`config.mk`:
```
export PLATFORM = sky130hd
export DESIGN_NAME = apb_completer_regfile_flat
export DESIGN_NICKNAME = d
export VERILOG_FILES = /design/src/rtl/apb_pkg.sv /design/src/rtl/apb_completer_regfile_if.sv /design/src/rtl/apb_reg_bank.sv /design/src/rtl/apb_completer_regfile.sv /design/src/flat_wrapper.sv
export SDC_FILE = /design/constraint.sdc
export NUM_CORES = 1
export LEC_CHECK = 0
export CAP_MARGIN = 20
export CORE_MARGIN = 1.5
export CORE_UTILIZATION = 53
export DETAILED_ROUTE_END_ITERATION = 10
export PLACE_DENSITY_LB_ADDON = 0.08
export RECOVER_POWER = 50
export SLEW_MARGIN = 20
export SYNTH_ARGS = -nofsm -noshare
export SYNTH_HDL_FRONTEND = slang
export SYNTH_SLANG_ARGS = --single-unit
```
`constraint.sdc`:
```
create_clock -name clk -period 9.8 [get_ports clk]
set_clock_uncertainty 0.2 [all_clocks]
set_input_delay 0.98 -clock clk [delete_from_list [all_inputs] [get_ports clk]]
set_output_delay 0.98 -clock clk [all_outputs]
set_load 0.02 [all_outputs]
```
`src/rtl/apb_pkg.sv`:
```
// Shared APB definitions used by the completer register file and the
// master transactor: completer FSM state encoding, protection and
// wait-counter widths, and the byte-strobe merge helper.
package apb_pkg;

  localparam int APB_PROT_W = 3;
  localparam int APB_CNT_W  = 4;

  typedef enum logic [0:0] {
    CPL_IDLE   = 1'b0,
    CPL_ACCESS = 1'b1
  } cpl_state_e;

  // Replace only the bytes whose strobe bit is set.
  function automatic logic [31:0] strb_merge(input logic [31:0] old_w,
                                             input logic [31:0] new_w,
                                             input logic [3:0]  strb);
    logic [31:0] r;
    r = old_w;
    for (int b = 0; b < 4; b++) begin
      if (strb[b]) r[8*b +: 8] = new_w[8*b +: 8];
    end
    return r;
  endfunction

endpackage

```
`src/rtl/apb_completer_regfile_if.sv`:
```
// APB4 bus bundle between a master and a completer.
// master modport drives psel/penable/pwrite/paddr/pwdata/pstrb/pprot and
// observes pready/prdata/pslverr; slave modport is the mirror image.
interface apb_completer_regfile_if
  import apb_pkg::*;
#(
  parameter int ADDR_W = 32,
  parameter int DATA_W = 32
);
  logic                  psel;
  logic                  penable;
  logic                  pwrite;
  logic [ADDR_W-1:0]     paddr;
  logic [DATA_W-1:0]     pwdata;
  logic [DATA_W/8-1:0]   pstrb;
  logic [APB_PROT_W-1:0] pprot;
  logic                  pready;
  logic [DATA_W-1:0]     prdata;
  logic                  pslverr;

  modport master (
    output psel, penable, pwrite, paddr, pwdata, pstrb, pprot,
    input  pready, prdata, pslverr
  );

  modport slave (
    input  psel, penable, pwrite, paddr, pwdata, pstrb, pprot,
    output pready, prdata, pslverr
  );
endinterface

```
`src/rtl/apb_reg_bank.sv`:
```
// Register storage behind the APB completer.
// Ports: clk/rst (async, active-low); we_i/idx_i/wdata_i/strb_i write
// request; regs_o flattened contents (reg 0 is the constant ID word);
// rdata_o word selected by idx_i; wr_pulse_o one-cycle pulse per committed
// write, aligned with the cycle after the write edge.
module apb_reg_bank
  import apb_pkg::*;
#(
  parameter int          DATA_W   = 32,
  parameter int          NUM_REGS = 8,
  parameter logic [31:0] ID_VALUE = 32'hA9B0_0001,
  localparam int         IDX_W    = $clog2(NUM_REGS),
  localparam int         STRB_W   = DATA_W / 8
) (
  input  logic                       clk,
  input  logic                       rst,
  input  logic                       we_i,
  input  logic [IDX_W-1:0]           idx_i,
  input  logic [DATA_W-1:0]          wdata_i,
  input  logic [STRB_W-1:0]          strb_i,
  output logic [NUM_REGS*DATA_W-1:0] regs_o,
  output logic [DATA_W-1:0]          rdata_o,
  output logic [NUM_REGS-1:0]        wr_pulse_o
);

  logic [DATA_W-1:0]   regs_q [NUM_REGS];
  logic [NUM_REGS-1:0] pulse_q;

  // Entry 0 is never written; the ID constant is presented in its place.
  always_ff @(posedge clk or negedge rst) begin
    if (!rst) begin
      for (int i = 0; i < NUM_REGS; i++) regs_q[i] <= '0;
      pulse_q <= '0;
    end else begin
      pulse_q <= '0;
      for (int i = 1; i < NUM_REGS; i++) begin
        if (we_i && idx_i == IDX_W'(i)) begin
          regs_q[i]  <= strb_merge(regs_q[i], wdata_i, strb_i);
          pulse_q[i] <= 1'b1;
        end
      end
    end
  end

  assign regs_o[0 +: DATA_W] = ID_VALUE;
  for (genvar g = 1; g < NUM_REGS; g++) begin : g_flat
    assign regs_o[g*DATA_W +: DATA_W] = regs_q[g];
  end

  always_comb begin
    rdata_o = '0;
    for (int i = 0; i < NUM_REGS; i++) begin
      if (idx_i == IDX_W'(i)) rdata_o = regs_o[i*DATA_W +: DATA_W];
    end
  end

  assign wr_pulse_o = pulse_q;

endmodule

```
`src/rtl/apb_completer_regfile.sv`:
```
// APB4 completer terminating transfers into a small register file.
// Ports: clk, rst (async, active-low); apb slave modport (psel, penable,
// pwrite, paddr, pwdata, pstrb, pprot in; pready, prdata, pslverr out);
// regs_o flattened register contents, reg i at [i*32 +: 32];
// wr_pulse_o one-cycle pulse per register on a committed write.
// Register 0 is a read-only ID word; writes to it, misaligned addresses
// and addresses beyond the file return pslverr with no side effect.
module apb_completer_regfile
  import apb_pkg::*;
#(
  parameter int          DATA_W      = 32,
  parameter int          ADDR_W      = 32,
  parameter int          NUM_REGS    = 8,
  parameter int          WAIT_CYCLES = 0,
  parameter logic [31:0] ID_VALUE    = 32'hA9B0_0001
) (
  input  logic                       clk,
  input  logic                       rst,
  apb_completer_regfile_if.slave     apb,
  output logic [NUM_REGS*DATA_W-1:0] regs_o,
  output logic [NUM_REGS-1:0]        wr_pulse_o
);

  localparam int STRB_W = DATA_W / 8;
  localparam int IDX_W  = $clog2(NUM_REGS);

  localparam logic [0:0] S_IDLE   = 1'(CPL_IDLE);
  localparam logic [0:0] S_ACCESS = 1'(CPL_ACCESS);

  logic [0:0]            state_q, state_d;
  logic [APB_CNT_W-1:0]  cnt_q, cnt_d;
  logic [ADDR_W-1:0]     addr_q;
  logic                  write_q;
  logic [DATA_W-1:0]     wdata_q;
  logic [STRB_W-1:0]     strb_q;
  logic [APB_PROT_W-1:0] prot_q;
  logic                  prot_unused;

  logic                  load;
  logic                  ready;
  logic                  err;
  logic                  we;
  logic [IDX_W-1:0]      idx;
  logic [DATA_W-1:0]     rdata;

  // Decode from the latched request only, so pready/pslverr/prdata have no
  // combinational path from the bus inputs.
  assign idx   = addr_q[2 +: IDX_W];
  assign err   = (addr_q[1:0] != 2'b00) |
                 (addr_q >= ADDR_W'(NUM_REGS * 4)) |
                 (write_q & (idx == '0));
  assign ready = (state_q == S_ACCESS) && (cnt_q == '0);
  assign load  = (state_q == S_IDLE) & apb.psel & ~apb.penable;
  assign we    = ready & apb.psel & apb.penable & write_q & ~err;

  always_comb begin
    state_d = state_q;
    cnt_d   = cnt_q;
    case (state_q)
      S_IDLE: begin
        // psel with penable already high is a protocol violation: ignored.
        if (load) begin
          state_d = S_ACCESS;
          cnt_d   = APB_CNT_W'(WAIT_CYCLES);
        end
      end
      default: begin
        if (!apb.psel) begin
          state_d = S_IDLE;
        end else if (apb.penable && ready) begin
          state_d = S_IDLE;
        end else if (cnt_q != '0) begin
          cnt_d = cnt_q - 1'b1;
        end
      end
    endcase
  end

  always_ff @(posedge clk or negedge rst) begin
    if (!rst) begin
      state_q <= S_IDLE;
      cnt_q   <= '0;
    end else begin
      state_q <= state_d;
      cnt_q   <= cnt_d;
    end
  end

  // Request capture at the setup edge.
  always_ff @(posedge clk) begin
    if (load) begin
      addr_q  <= apb.paddr;
      write_q <= apb.pwrite;
      wdata_q <= apb.pwdata;
      strb_q  <= apb.pstrb;
      prot_q  <= apb.pprot;
    end
  end

  // pprot is held for future access checks; nothing consumes it yet.
  assign prot_unused = ^prot_q;

  apb_reg_bank #(
    .DATA_W   (DATA_W),
    .NUM_REGS (NUM_REGS),
    .ID_VALUE (ID_VALUE)
  ) u_bank (
    .clk        (clk),
    .rst        (rst),
    .we_i       (we),
    .idx_i      (idx),
    .wdata_i    (wdata_q),
    .strb_i     (strb_q),
    .regs_o     (regs_o),
    .rdata_o    (rdata),
    .wr_pulse_o (wr_pulse_o)
  );

  assign apb.pready  = ready;
  assign apb.pslverr = ready & err;
  assign apb.prdata  = (ready & ~write_q & ~err) ? rdata : '0;

endmodule

```
`src/flat_wrapper.sv`:
```
// flat-port wrapper written by rule: the top's interface ports become plain ports
module apb_completer_regfile_flat import apb_pkg::*;
#(
  parameter int          DATA_W      = 32,
  parameter int          ADDR_W      = 32,
  parameter int          NUM_REGS    = 8,
  parameter int          WAIT_CYCLES = 0,
  parameter logic [31:0] ID_VALUE    = 32'hA9B0_0001
)
  (clk, rst, regs_o, wr_pulse_o, apb_psel, apb_penable, apb_pwrite, apb_paddr, apb_pwdata, apb_pstrb, apb_pprot, apb_pready, apb_prdata, apb_pslverr);
  apb_completer_regfile_if #(.ADDR_W(ADDR_W), .DATA_W(DATA_W)) apb_i ();
  input  logic clk;
  input  logic rst;
  output logic [NUM_REGS*DATA_W-1:0] regs_o;
  output logic [NUM_REGS-1:0] wr_pulse_o;
  input wire logic [$bits(apb_i.psel)-1:0] apb_psel;
  input wire logic [$bits(apb_i.penable)-1:0] apb_penable;
  input wire logic [$bits(apb_i.pwrite)-1:0] apb_pwrite;
  input wire logic [$bits(apb_i.paddr)-1:0] apb_paddr;
  input wire logic [$bits(apb_i.pwdata)-1:0] apb_pwdata;
  input wire logic [$bits(apb_i.pstrb)-1:0] apb_pstrb;
  input wire logic [$bits(apb_i.pprot)-1:0] apb_pprot;
  output wire logic [$bits(apb_i.pready)-1:0] apb_pready;
  output wire logic [$bits(apb_i.prdata)-1:0] apb_prdata;
  output wire logic [$bits(apb_i.pslverr)-1:0] apb_pslverr;
  assign apb_i.psel = apb_psel;
  assign apb_i.penable = apb_penable;
  assign apb_i.pwrite = apb_pwrite;
  assign apb_i.paddr = apb_paddr;
  assign apb_i.pwdata = apb_pwdata;
  assign apb_i.pstrb = apb_pstrb;
  assign apb_i.pprot = apb_pprot;
  assign apb_pready = apb_i.pready;
  assign apb_prdata = apb_i.prdata;
  assign apb_pslverr = apb_i.pslverr;
  apb_completer_regfile #(.DATA_W(DATA_W), .ADDR_W(ADDR_W), .NUM_REGS(NUM_REGS), .WAIT_CYCLES(WAIT_CYCLES), .ID_VALUE(ID_VALUE)) u_core (.clk(clk), .rst(rst), .apb(apb_i), .regs_o(regs_o), .wr_pulse_o(wr_pulse_o));
endmodule
```
==> out/metrics.csv <==
metric,value,unit
muxShareOfSynthArea,23.13,%
die_h,164.9,um
cp_max_fo,32,
cts_hold_buffers,0,
post-route-period-util,58.62,%
cp_slowest_cell,or3_2,
r2r-end,u_core.u_bank.regs_o[254],
fmax,174.1,MHz
power_density,151.1,nW/um^2
grt_overflow,0,
final_common_cell,dfrtp_1,
r2r_setup_slack,6.16,ns
rsz0062_at_grt,no,
drt_iter0_markers,573,
r2r.worst_path.cells,7,
nets,1423,
cts.path.max_buffers,3,
syn-mean-instance-area,13.62,um^2
dp_hpwl,23.62,mm
hp-class,reg -> reg,
avgRoutedWirePerCell,22.32,um
worst_pin_slew,4.572,ns
yosys.area_share.simple,10.02,%
cts_resized,0,
crit_chain,nor4_1 > nand3_4 > or3_2 > a211oi_1 > clkdlybuf4s50_1,
n_fill_cell,1850,
area_delta_synth_final,33.98,%
firstDrtPassIters,5,
ys_seq_elements,305,
relSlewSlack,-204.8,%
power,0.002813,W
ctsRootBufferMaster,clkbuf_16,
place.gp.congestion,0.8055,
port_buffers,337,
drc_errors,0,
leakagePower,8.887,nW
grt_pass1_vias,9815,
die_w,164.9,um
hold_violations,0,
synth_compound_area_share,5.746,%
post_route_cells_drive_above_1_share,24.20,%
layout_common_cells,"dfrtp_1, mux2_2, dlygate4sd3_1",
grt_max_degree,144,
ioPinCount,374,
peakVddDrop,148.7,uV
setup_viol,0,
synth_fa_ha_area_share,0.09007,%
critPathCaptureType,output port,
required,8.62,ns
ant_nets,0,
grt_pass1_wl,57.52,mm
core-area,25910,um^2
status,"finished, violations left",
ys_seq_area_share,57.43,%
slowest_delay,1.16,ns
violations,"capacitance limit, slew limit",
hold_end,u_core.u_bank.regs_o[169],
grt_usage,28.22,%
tns,0,ns
synth.cell_area,13890,um^2
worstSetupStartpoint,u_core.addr_q[15],
synth_cell_types,43,
num_rows,59,
path_clk_slew,0.06,ns
vias_per_cell,5.655,
cts_tree,yes,
antenna_found_initial,3,
drt_wl_total,38.12,mm
synthCells,1020,
worstSetupPathType,reg -> out,
startpoint_type,flip-flop,
synthFlopType,dfrtp_1,
clkSinkCount,305,
start_util,53.61,%
holdWs,0.3116,ns
synth-async-reset-ratio,77.38,%
holdPathStages,1,
period_minus_slack,5.745,ns
min_from,u_core.u_bank.regs_o[169],
cts_max_level,2,
vias,9659,
reg2reg_from,u_core.cnt_q[0],
synth_warnings,0,
fp.dieArea,27190,um^2
synth-xor-area-share,0,%
slew_viol_final,84,
clk_latency,0.50,ns
synth_top_family_by_area,multiplexers,
maxCapViolCount,1,
postCtsSetupBuffers,0,
synth_edf_count,69,
arrival,4.57,ns
numCtsBuffers,34,
-- Yosys cell counts, types with 7 or more instances --
master	instances	area share, %
a211oi_1	27	1.5
a21oi_1	34	1.2
buf_1	10	0.27
buf_4	36	1.9
clkbuf_1	37	1.0
dfrtp_1	236	43
edfxtp_1	69	15
inv_1	8	0.22
mux2_1	22	1.8
mux2_2	226	18
mux2i_1	33	2.4
nand2_1	60	1.6
nand3_1	14	0.50
nor2_1	59	1.6
nor2b_1	9	0.41
nor4_1	7	0.32
nor4_4	28	4.3
o21ai_0	30	1.1
o22ai_1	25	1.1
-- power breakdown --
part | switching, W | internal, W
combinational | 0.0000982 | 0.0000542
sequential | 0.0000216 | 0.00132
clock | 0.000510 | 0.000806
total | 0.000630 | 0.00218
-- worst max-delay path: cells and delay by family, from the launching register on --
family	cells	cell delay [ns]
and+or+nand+nor	3	2.54
buffers and inverters	1	0.67
AOI/OAI and AO/OA	1	0.42
DFF	1	0.37
-- metal layers --
metal	track usage (%)	wire (um)
met1	37.36	16100
met2	45.70	18230
met3	7.936	2948
met4	7.699	822
met5	0	23
-- cells by family after synthesis --
group,count (synthesis)
and+or+nand+nor,203
AOI/OAI and AO/OA,130
buffers and inverters,94
adders and majority gates,1
muxes,285
DFF,305
other,2
-- worst max-delay path by stage --
stage / endpoint / slack (ns) / depth (start not counted)
after floorplan: u_core.addr_q[0] / 3.02 / 1
after global placement: apb_prdata[25] / 4.59 / 5
after detailed placement: apb_prdata[25] / 4.60 / 5
after CTS: apb_prdata[16] / 4.02 / 5
after global routing: u_core.u_bank.regs_o[123] / 3.80 / 2
final: apb_prdata[16] / 4.05 / 5
-- flip-flops by register name (all words and copies together), names as in the netlist --
signal                    count
u_core.u_bank.regs_o        224
u_core.strb_q                 4
u_core.addr_q                32
u_core.state_q                1
u_core.cnt_q                  4
u_core.u_bank.wr_pulse_o      7
u_core.write_q                1
u_core.wdata_q               32
-- metrics by stage --
stage,area [um^2],utilization (%),instances,worst slack [ns]
2_1_floorplan,14010,-,1051,3.015
4_1_cts,18620,71.85,1707,4.024
3_5_place_dp,17440,67.31,1645,4.599
5_1_grt,18610,71.82,1707,3.796
6_report,18610,71.83,1708,4.055
3_3_place_gp,17440,67.31,1645,4.591
-- layout make-up --
class | count | area, um^2 | share of cell area [%]
sequential | 305 | 7978 | 42.86
multi-input combinational | 652 | 5564 | 29.89
timing repair buffer | 345 | 3443 | 18.50
clock buffer | 47 | 1013 | 5.445
tap | 335 | 419.2 | 2.252
clock inverter | 15 | 162.7 | 0.8739
inverter | 8 | 30.03 | 0.1613
antenna | 1 | 2.502 | 0.01344
No activity file was read; power rests on OpenSTA's default activity.
